===== config.mk =====
export PLATFORM = sky130hd
export DESIGN_NAME = mem_arbiter
export DESIGN_NICKNAME = d
export VERILOG_FILES = /design/src/rtl/mem_arbiter.sv
export SDC_FILE = /design/constraint.sdc
export NUM_CORES = 1
export LEC_CHECK = 0
export ABC_AREA = 1
export BUFFER_PORTS_ARGS = -buffer_cell sky130_fd_sc_hd__buf_2
export CELL_PAD_IN_SITES_DETAIL_PLACEMENT = 1
export CELL_PAD_IN_SITES_GLOBAL_PLACEMENT = 1
export CORE_UTILIZATION = 38
export DETAILED_ROUTE_END_ITERATION = 6
export PLACE_DENSITY_LB_ADDON = 0.1
export SYNTH_ARGS = -nofsm -noshare
export SYNTH_HDL_FRONTEND = slang
export SYNTH_SLANG_ARGS = --single-unit

===== constraint.sdc =====
create_clock -name clk -period 3.3 [get_ports clk]
set_input_delay 0.165 -clock clk [delete_from_list [all_inputs] [get_ports clk]]
set_output_delay 0.165 -clock clk [all_outputs]
set_load 0.01 [all_outputs]

===== src/rtl/mem_arbiter.sv =====
// Byte-wide RAM port arbiter between instruction fetch and the load/store unit.
// Multi-byte accesses are split into consecutive little-endian byte transfers.
module mem_arbiter #(
  parameter int ADDR_W = 32,
  parameter int RAM_AW = 17
) (
  input  logic              clk,
  input  logic              rst,
  input  logic              if_req,
  input  logic [ADDR_W-1:0] if_addr,
  input  logic              if_abort,
  output logic              if_done,
  output logic [31:0]       if_data,
  input  logic              mem_req,
  input  logic              mem_we,
  input  logic [1:0]        mem_sel,
  input  logic [ADDR_W-1:0] mem_addr,
  input  logic [31:0]       mem_wdata,
  output logic              mem_done,
  output logic [31:0]       mem_rdata,
  output logic [RAM_AW-1:0] ram_addr,
  output logic              ram_wr,
  output logic [7:0]        ram_dout,
  input  logic [7:0]        ram_din
);

  typedef enum logic [2:0] {IDLE, IF_RD, MEM_RD, MEM_WR, DONE} state_t;

  state_t            state_q, state_d;
  logic [ADDR_W-1:0] base_q, base_d;
  logic [2:0]        n_q, n_d, cnt_q, cnt_d;
  logic [31:0]       wdata_q, wdata_d, buf_q, buf_d;
  logic              if_done_q, if_done_d, mem_done_q, mem_done_d;
  logic [31:0]       if_data_q, if_data_d, mem_rdata_q, mem_rdata_d;
  logic [RAM_AW-1:0] ram_addr_q, ram_addr_d;
  logic              ram_wr_q, ram_wr_d;
  logic [7:0]        ram_dout_q, ram_dout_d;

  function automatic logic [2:0] size_of(input logic [1:0] sel);
    case (sel)
      2'd0:    return 3'd1;
      2'd1:    return 3'd2;
      default: return 3'd4;
    endcase
  endfunction

  function automatic logic [RAM_AW-1:0] byte_addr(input logic [ADDR_W-1:0] base,
                                                  input logic [2:0] k);
    return RAM_AW'(base + ADDR_W'(k));
  endfunction

  function automatic logic [7:0] pick_byte(input logic [31:0] w, input logic [1:0] idx);
    return w[{idx, 3'b000} +: 8];
  endfunction

  function automatic logic [31:0] put_byte(input logic [31:0] w, input logic [1:0] idx,
                                           input logic [7:0] b);
    logic [31:0] r;
    r = w;
    r[{idx, 3'b000} +: 8] = b;
    return r;
  endfunction

  logic [2:0]  nxt;
  logic [1:0]  prev_idx;
  logic [31:0] rd_word;

  always_comb begin
    state_d     = state_q;
    base_d      = base_q;
    n_d         = n_q;
    cnt_d       = cnt_q;
    wdata_d     = wdata_q;
    buf_d       = buf_q;
    if_done_d   = 1'b0;
    mem_done_d  = 1'b0;
    if_data_d   = if_data_q;
    mem_rdata_d = mem_rdata_q;
    ram_addr_d  = ram_addr_q;
    ram_wr_d    = ram_wr_q;
    ram_dout_d  = ram_dout_q;
    nxt         = cnt_q + 3'd1;
    prev_idx    = cnt_q[1:0] - 2'd1;
    // ram_din carries the byte addressed in the previous cycle
    rd_word     = (cnt_q != 3'd0) ? put_byte(buf_q, prev_idx, ram_din) : buf_q;

    case (state_q)
      IDLE: begin
        ram_addr_d = '0;
        ram_wr_d   = 1'b0;
        if (mem_req) begin
          base_d     = mem_addr;
          n_d        = size_of(mem_sel);
          wdata_d    = mem_wdata;
          cnt_d      = 3'd0;
          buf_d      = '0;
          ram_addr_d = byte_addr(mem_addr, 3'd0);
          if (mem_we) begin
            state_d    = MEM_WR;
            ram_wr_d   = 1'b1;
            ram_dout_d = mem_wdata[7:0];
          end else begin
            state_d = MEM_RD;
          end
        end else if (if_req && !if_abort) begin
          base_d     = if_addr;
          n_d        = 3'd4;
          cnt_d      = 3'd0;
          buf_d      = '0;
          ram_addr_d = byte_addr(if_addr, 3'd0);
          state_d    = IF_RD;
        end
      end
      IF_RD, MEM_RD: begin
        if (state_q == IF_RD && if_abort) begin
          state_d    = IDLE;
          ram_addr_d = '0;
        end else begin
          buf_d = rd_word;
          if (nxt < n_q) ram_addr_d = byte_addr(base_q, nxt);
          if (cnt_q == n_q) begin
            state_d = DONE;
            if (state_q == IF_RD) begin
              if_done_d = 1'b1;
              if_data_d = rd_word;
            end else begin
              mem_done_d  = 1'b1;
              mem_rdata_d = rd_word;
            end
          end else begin
            cnt_d = nxt;
          end
        end
      end
      MEM_WR: begin
        if (nxt < n_q) begin
          cnt_d      = nxt;
          ram_addr_d = byte_addr(base_q, nxt);
          ram_dout_d = pick_byte(wdata_q, nxt[1:0]);
          ram_wr_d   = 1'b1;
        end else begin
          state_d    = DONE;
          ram_wr_d   = 1'b0;
          mem_done_d = 1'b1;
        end
      end
      default: begin
        state_d    = IDLE;
        ram_addr_d = '0;
        ram_wr_d   = 1'b0;
      end
    endcase
  end

  always_ff @(posedge clk) begin
    if (rst) begin
      state_q     <= IDLE;
      base_q      <= '0;
      n_q         <= '0;
      cnt_q       <= '0;
      wdata_q     <= '0;
      buf_q       <= '0;
      if_done_q   <= 1'b0;
      mem_done_q  <= 1'b0;
      if_data_q   <= '0;
      mem_rdata_q <= '0;
      ram_addr_q  <= '0;
      ram_wr_q    <= 1'b0;
      ram_dout_q  <= '0;
    end else begin
      state_q     <= state_d;
      base_q      <= base_d;
      n_q         <= n_d;
      cnt_q       <= cnt_d;
      wdata_q     <= wdata_d;
      buf_q       <= buf_d;
      if_done_q   <= if_done_d;
      mem_done_q  <= mem_done_d;
      if_data_q   <= if_data_d;
      mem_rdata_q <= mem_rdata_d;
      ram_addr_q  <= ram_addr_d;
      ram_wr_q    <= ram_wr_d;
      ram_dout_q  <= ram_dout_d;
    end
  end

  assign if_done   = if_done_q;
  assign if_data   = if_data_q;
  assign mem_done  = mem_done_q;
  assign mem_rdata = mem_rdata_q;
  assign ram_addr  = ram_addr_q;
  assign ram_wr    = ram_wr_q;
  assign ram_dout  = ram_dout_q;

endmodule


== Word level (Yosys, flattened, before mapping) ==
Cells that the tools add are included.

* Bits in registers: 182
* Latch bits: 0
* RAM bits: 0
* Memory bits (read-only): 0
* Input bits: 112
* Output and inout bits: 92
* Word-level logic and storage cells: 101
* Memories: 0

* $add $sub $neg: 4
* Multipliers: 0
* Div/mod/pow operators: 0
* Magnitude comparators: 1
* Equal/unequal tests: 13
* Shifts and indexed selects: 3
* Muxes and demuxes: 43
* Bitwise operators: 4
* Reductions and logical operators: 20

{| class="wikitable"
|+ Operators with widths
! cell !! number
|-
| $mux W32 || 4
|-
| $mux W17 || 6
|-
| $pmux W32 S2 || 1
|-
| $pmux W17 S3 || 1
|-
| $mux W3 || 12
|-
| $bwmux W32 || 1
|-
| $shift A8 B7 Y32 const A || 1
|-
| $shiftx A32 B6 Y8 || 1
|-
| $shiftx A8 B7 Y32 || 1
|-
| $mux W8 || 3
|-
| $pmux W3 S3 || 2
|-
| $add A17 B3 Y17 || 1
|-
| $pmux W8 S2 || 1
|-
| $ne A2 B2 Y1 const B || 6
|-
| $reduce_and A4 Y1 || 3
|-
| $mux W1 || 9
|-
| $neg A5 Y7 || 1
|-
| $eq A3 B2 Y1 const B || 2
|-
| $ne A3 B3 Y1 const B || 2
|-
| $pmux W3 S2 || 1
|-
| $reduce_and A3 Y1 || 2
|-
| $reduce_bool A2 Y1 || 3
|-
| $reduce_bool A3 Y1 || 2
|-
| $reduce_and A5 Y1 || 1
|-
| other kinds (16) || 21
|}

== Logic depth before layout (Yosys ltp) ==
Gate-level depths: netlist of the first run.

* Word-level depth: 7
* Depth in mapped cells: 14
* Depth with buffers taken out: 14

== Least setup slack after synthesis of the first run ==
No wires, ideal clock.

* Path kind: register to register
* Start: reg cnt_q[0]
* End: reg ram_addr_q[16] (netlist: ram_addr[16])
* Setup time: 0.132 ns
* Arrival: 2.532 ns
* Required time: 3.168 ns
* Path slack: 0.636 ns
* Stages on the path, launching flop included: 15
* Path buffers: 2
* Period minus slack after synthesis: 2.664 ns
* Cells stage by stage: dfxtp_1 buf_2 inv_1 ha_1 inv_1 clkbuf_1 fa_1 o21ai_1 nand2_1 nor2_1 nand2_1 nand2_1 nand2_1 nand2_1 a21oi_1

* Word-level cells in the longest chain between the ends: 5
* Elaborated cells on any way between the ends: 6
* Those cells by class: add/sub (2); order compare (1); mux (3)

{| class="wikitable"
|+ RTL lines
! element !! line !! source
|-
| start, declared || 31 || <nowiki>logic [2:0] n_q, n_d, cnt_q, cnt_d;</nowiki>
|-
| start signal, assigned || 174 || <nowiki>cnt_q <= cnt_d;</nowiki>
|-
| $add A3 B1 Y3 * || 82 || <nowiki>nxt = cnt_q + 3'd1;</nowiki>
|-
| $add A17 B3 Y17 / $lt A3 B3 Y1 (equally long branches) || 49, 120, 136 ||
|-
| $mux W17 * || 120, 136 ||
|-
| $mux W17 || 115 || <nowiki>if (state_q == IF_RD && if_abort) begin</nowiki>
|-
| $pmux W17 S3 * || 87 || <nowiki>case (state_q)</nowiki>
|-
| end signal, assigned || 181 || <nowiki>ram_addr_q <= ram_addr_d;</nowiki>
|-
| end, declared || 35 || <nowiki>logic [RAM_AW-1:0] ram_addr_q, ram_addr_d;</nowiki>
|}

Mark *: on every way between the ends. The rest lies on a longest branch, timed or not.
A chain may end at the register's enable or synchronous reset.

== Final worst setup path of the first run ==
* Start: reg cnt_q[0]
* End: reg mem_rdata_q[7] (netlist: mem_rdata[7])

* Word-level cells in the longest chain between the ends: 5
* Elaborated cells on any way between the ends: 9
* Those cells by class: add/sub (2); eq/ne (1); shift (2); mux (2); reduce/logical (2)

{| class="wikitable"
|+ RTL lines
! element !! line !! source
|-
| $sub A2 B1 Y2 || 83 || <nowiki>prev_idx = cnt_q[1:0] - 2'd1;</nowiki>
|-
| $neg A5 Y7 || 60 || <nowiki>r[{idx, 3'b000} +: 8] = b;</nowiki>
|-
| $shiftx A8 B7 Y32 / $shift A8 B7 Y32 (equally long branches) || 60 ||
|-
| $bwmux W32 || 60 ||
|-
| $mux W32 || 85 || <nowiki>rd_word = (cnt_q != 3'd0) ? put_byte(buf_q, prev_idx, ram_din) : buf_q;</nowiki>
|-
| end signal, assigned || 180 || <nowiki>mem_rdata_q <= mem_rdata_d;</nowiki>
|-
| end, declared || 34 || <nowiki>logic [31:0] if_data_q, if_data_d, mem_rdata_q, mem_rdata_d;</nowiki>
|}

Parallel ways exist; a longest one is shown, timed or not.

==> flow_metrics.tcl, run 1 <==
set metrics [dict create \
    status "finished clean" \
    grt_pass1_vias 8532 \
    vias_per_cell 5.20 \
    final_util 0.479 \
    path_max_fanout 39 \
    dpl.hpwl_mm 17.9 \
    vias 8502 \
    area_growth_pct 22.1 \
    drt-total-wl_mm 26.9 \
    period_needed_ps 2670 \
    maxCapViolCount 0 \
    tightest_slew_ps 1030 \
    maxSlewHeadroom 0.317 \
    h-tree-depth 4 \
    cts.sinks 182 \
    synth_seq_cells 182 \
    end_kind "flop" \
    chipHeight_um 150 \
    crit_arrival_ps 3000 \
    synth_cell_types 37 \
    wl_met1_mm 13.0 \
    regArea_mm2 0.00364 \
    dr_wl_met2_mm 12.5 \
    drive_gt1_frac 0.185 \
    finalNetCount 1471 \
    place_area_mm2 0.00936 \
    yosysSeqAreaShare 0.437 \
    power_density_mw_per_mm2 839 \
    start_kind "flop" \
    slowest_stage "buf_4" \
    yosys_warnings 0 \
    io_pins 204 \
    clk_path_buf_depth 2 \
    grt_max_degree 93 \
    cts.clk_slew.worst_paths_ps 80 \
    grt_usage 0.249 \
    overflow 0 \
    finalHoldViolCount 0 \
    rsz0062_at_grt "no" \
    dieArea_mm2 0.0226 \
    drt_iter0_markers 414 \
    worstPathRequired_ps 3630 \
    finalCritPeriodShare 0.809 \
    final_cell_area_mm2 0.0102 \
    numCtsBuffers 17 \
    criticalPathCategory "reg2reg" \
    synth.net_count 1310 \
    grt_pass1_wl_mm 44.0 \
    coreArea_mm2 0.0213 \
    synth.avg_cell_area_um2 7.04 \
    ant_nets 0 \
    dp_cells 1580 \
    placement_rows 53 \
    antenna_cells 0 \
    root_buffer "clkbuf_16" \
    syn_area_mm2 0.00834 \
    critPathMaxStageDelay_ps 420 \
    cpMostUsedCell "nor2_1" \
    final_max_slew_viol_count 0 \
    fillers 2794 \
    hold-worst-slack_ps 7.52 \
    setup_viol 0 \
    portBuffers 173 \
    cts_tree "done" \
    clk_latency_ps 440 \
    power_leakage_nw 4.69 \
    tns_ps 0 \
    hold_path_class "in2reg" \
    post_drt_wl_per_cell_um 16.5 \
    cts_setup_buffers 0 \
    dr.pass1.iters 5 \
    wl_met3_mm 1.15 \
    vdd_drop_max_v 0.000485 \
    multi_input_area_mm2 0.00414 \
    postSynthCellCount 1185 \
    drc 0 \
    highest_layer "met4" \
    fmax_mhz 375 \
    fin_cells 1634 \
    die_x_um 150 \
    cp_cell_sequence "buf_4, ha_1, nor3b_2, nand2_2, nor2_4, inv_2, nor2_1, nor2_1" \
    gp_congestion 0.766 \
    antenna_found_initial 0 \
    skew_ps 19.1 \
    initial_core_util 0.392 \
]
-- metal layers --
layer  GRT usage  up-vias
li1            -     4246
met1       0.339     4064
met2       0.414      171
met3      0.0345       21
met4      0.0606        0
met5           0        -
-- Yosys cell counts, drive strengths merged --
library cell	number	area [µm²]
nor2	234	923
nand2	217	825
o21ai	185	937
dfxtp	182	3640
a21oi	100	508
nand3	60	310
inv	56	210
buf	40	218
clkbuf	30	113
nand4	27	169
ha	12	150
a211oi	9	82.6
o211ai	8	60.1
o21a	8	60.1
nand3b	3	22.5
xnor2	3	26.3
clkinv	2	7.51
nor3	2	10.0
or2	2	12.5
a21o	1	7.51
dlygate4sd1	1	8.76
fa	1	20.0
nor3b	1	12.5
o21bai	1	7.51
-- layout by cell type (no fill, tap or decap), types with 12 or more instances in the layout --
cell,Yosys,final
dlygate4sd3_1,0,22
nand4_1,27,27
nor2_1,226,226
nand3_1,58,58
inv_1,49,49
o21ai_0,173,173
ha_1,12,12
dfxtp_1,182,182
buf_4,4,17
clkbuf_16,0,17
nand2_1,213,213
a21oi_1,98,98
buf_2,30,173
-- final timing paths --
path	cells past startpoint	slack, ps	end	from
max	8	630	mem_rdata[7]	cnt_q[0]
min	3	8	wdata_q[15]	mem_wdata[15]
max reg2reg	8	630	mem_rdata[7]	cnt_q[0]
min reg2reg	2	460	wdata_q[7]	wdata_q[7]
-- sequential cells by signal, indices dropped and copies added (netlist names), 3 cells and up --
signal	count
if_data	32
buf_q	32
ram_addr	17
base_q	17
mem_rdata	32
n_q	3
wdata_q	32
ram_dout	8
cnt_q	3
state_q	3
-- metrics by stage --
step / total power, mW / setup WS (ps)
2_1_floorplan: 5.32 / 636
3_3_place_gp: 6.36 / 724
3_5_place_dp: 6.46 / 634
4_1_cts: 8.62 / 623
5_1_grt: 9.19 / 464
6_report: 8.54 / 630
-- logic make-up after synthesis --
kind of cell	after synthesis	share of synthesized area
compound gates	312	0.199
xor+xnor	3	0.00315
fa+ha+maj	13	0.0204
buf+inv	129	0.0667
flops	182	0.437
simple gates	546	0.274
-- power by group --
group	leakage [nW]	total, mW	switching [mW]	internal (mW)
logic	2.91	3.47	2.41	1.06
clock network	0.295	2.10	1.01	1.09
registers	1.49	2.97	0.281	2.69
total	4.69	8.54	3.70	4.85
-- repair_timing --
action,in CTS,in global routing
hold endpoints to repair,22,0
gates resized for setup,0,0
hold buffers,22,0
-- final cells by class --
cell class / instances / share of cell area
Clock buffer: 18 / 0.0421
Clock inverter: 14 / 0.0171
Inverter: 58 / 0.0214
Multi-Input combinational cell: 874 / 0.407
Sequential cell: 182 / 0.358
Tap cell: 275 / 0.0338
Timing Repair Buffer: 213 / 0.121
-- critical path: cells and delay by family (launching register included) --
| family | cells | cell delay (ps) |
|---|---|---|
| simple gates | 5 | 1100 |
| buf+inv | 2 | 770 |
| fa+ha+maj | 1 | 330 |
| flops | 1 | 350 |
(Power assumes the default switching activity.)
==> run 2, diff against run 1 <==
- CORE_UTILIZATION: 38 -> 34
- clock period: 3.3 -> 2.2 ns (I/O delays scaled with it)
==> run 2 against run 1 <==
  * Register-to-register slack got worse by 520 ps
  * Design area is 4.7% higher
  * Clock skew decreased by 5.2 ps
  * Critical path depth up 4
  * Global-route usage down 2.0 points
  * Core utilization down 3.0 points
  * Critical path type unchanged
  * Critical endpoint is now ram_addr[10]
  * Highest routed layer unchanged
==> flow_metrics.tcl, run 2 (synthesis gave the netlist of run 1 again) <==
set metrics [dict create \
    dr.pass1.iters 5 \
    finalCritPeriodShare 0.948 \
    critPathMaxStageDelay_ps 360 \
    regArea_mm2 0.00365 \
    clk_path_buf_depth 2 \
    cts.sinks 182 \
    numCtsBuffers 17 \
    die_x_um 159 \
    grt_usage 0.229 \
    rsz0062_at_grt "yes" \
    cp_cell_sequence "inv_1, ha_4, ha_1, nand2_1, nand2_2, a21oi_4, buf_12, clkbuf_16, nor2_1, nor2_1, o21ai_0, a21oi_1" \
    setup_viol 0 \
    coreArea_mm2 0.0238 \
    fillers 3070 \
    dp_slack_ps -65.6 \
    antenna_found_initial 0 \
    placement_rows 56 \
    worstPathRequired_ps 2570 \
    mostFrequentLayoutCell "nor2_1" \
    maxCapViolCount 0 \
    power_leakage_nw 4.86 \
    finalNetCount 1503 \
    cpMostUsedCell "nor2_1" \
    final_max_slew_viol_count 0 \
    dpl.hpwl_mm 18.6 \
    seqPwrFrac 0.337 \
    vias 8589 \
    fin_cells 1710 \
    cts_tree "done" \
    dp_cells 1640 \
    gp_congestion 0.782 \
    hold_path_class "in2reg" \
    slowest_stage "dfxtp_2" \
    combPwrFrac 0.436 \
    path_max_fanout 16 \
    drt-total-wl_mm 28.4 \
    period_needed_ps 2090 \
    vdd_drop_max_v 0.000721 \
    tightest_slew_ps 610 \
    multi_input_area_mm2 0.00425 \
    switching_share 0.430 \
    chipHeight_um 159 \
    final_cell_mix "nor2_1 (221), nand2_1 (210), dfxtp_1 (180), buf_2 (173), o21ai_0 (170)" \
    root_buffer "clkbuf_16" \
    ant_nets 0 \
    fmax_mhz 479 \
    h-tree-depth 4 \
    clockPowerShare 0.228 \
    start_kind "flop" \
    grt_pass1_wl_mm 44.9 \
    status "finished clean" \
    dieArea_mm2 0.0252 \
    cts.clk_slew.worst_paths_ps 70 \
    criticalPathCategory "reg2reg" \
    io_pins 204 \
    end_kind "flop" \
    grt_max_degree 93 \
    hold-worst-slack_ps 56.5 \
    drive_gt1_frac 0.210 \
    internal_power_mw 7.57 \
    drt_iter0_markers 492 \
    crit_family "adder cells" \
    portBuffers 173 \
    drc 0 \
    crit_arrival_ps 2450 \
    initial_core_util 0.351 \
    p_sw_mw 5.70 \
    cp_num_buf_inv 3 \
    clk_latency_ps 440 \
    tns_ps 0 \
    antenna_cells 0 \
    overflow 0 \
    maxSlewHeadroom 0.593 \
    finalHoldViolCount 0 \
    grt_pass1_vias 8496 \
    area_growth_pct 27.8 \
    power_density_mw_per_mm2 1240 \
    skew_ps 13.9 \
    final_util 0.449 \
    setup_slack_ps 114 \
    post_drt_wl_per_cell_um 16.6 \
    vias_per_cell 5.02 \
]
## run 2: cell types whose count changed in the layout (fill, tap and decap cells not counted), sizes merged, moves of 2 or more
cell / before / now
dlygate4sd3: 22 / 33
inv: 66 / 63
clkinv: 5 / 8
clkbuf: 18 / 20
buf: 191 / 210
## run 2: power groups by stage
| stage | sequential, mW | combinational (mW) | clock, mW |
|---|---|---|---|
| after floorplan | 4.64 | 3.39 | 0 |
| after global placement | 4.52 | 5.38 | 0 |
| after detailed placement | 4.53 | 5.46 | 0 |
| after CTS | 4.47 | 5.53 | 3.10 |
| after global routing | 4.57 | 6.46 | 3.23 |
| final | 4.47 | 5.78 | 3.02 |
## run 2: final cells by class
type / count / share of cell area
clock buffer: 19 / 0.0406
clock inverter: 13 / 0.0128
inverter: 58 / 0.0206
multi-input combinational: 875 / 0.399
sequential: 182 / 0.342
tap: 319 / 0.0374
timing repair buffer: 244 / 0.148
## run 2: stage by stage
| stage | total power [mW] | cell area (µm²) |
|---|---|---|
| after floorplan | 8.02 | 8370 |
| after global placement | 9.90 | 9610 |
| after detailed placement | 9.99 | 9610 |
| after CTS | 13.1 | 10500 |
| after global routing | 14.3 | 10700 |
| final | 13.3 | 10700 |
## run 2: layer usage
metal	GRT usage	vias to the layer above	share of wire
met1	0.311	4106	0.49
li1	-	4313	-
met5	0	-	0
met4	0.0591	0	0.0085
met3	0.0327	20	0.037
met2	0.380	150	0.46
## run 2: path summary, 6_finish.rpt
path / start / cells past startpoint / endpoint / slack, ps
setup / recovery: cnt_q[1] / 12 / ram_addr[10] / 110
hold / removal: if_addr[7] / 5 / base_q[7] / 60
setup reg to reg: cnt_q[1] / 12 / ram_addr[10] / 110
hold reg to reg: wdata_q[7] / 2 / wdata_q[7] / 460
## run 2: tightest hold or removal path: stages
cell and delay, ps:
buf_2 100, nand2_1 50, nand2_1 40, nand2_1 80, a21oi_1 60
## run 2: repair_timing
| action | in CTS | in global routing |
|---|---|---|
| hold buffers | 33 | 0 |
| resized for setup | 2 | 22 |
| buffers inserted | 0 | 3 |
| hold endpoints to repair | 36 | 0 |
| setup endpoints to repair | 52 | 61 |
| cloned | 0 | 2 |
| pin swaps | 1 | 2 |
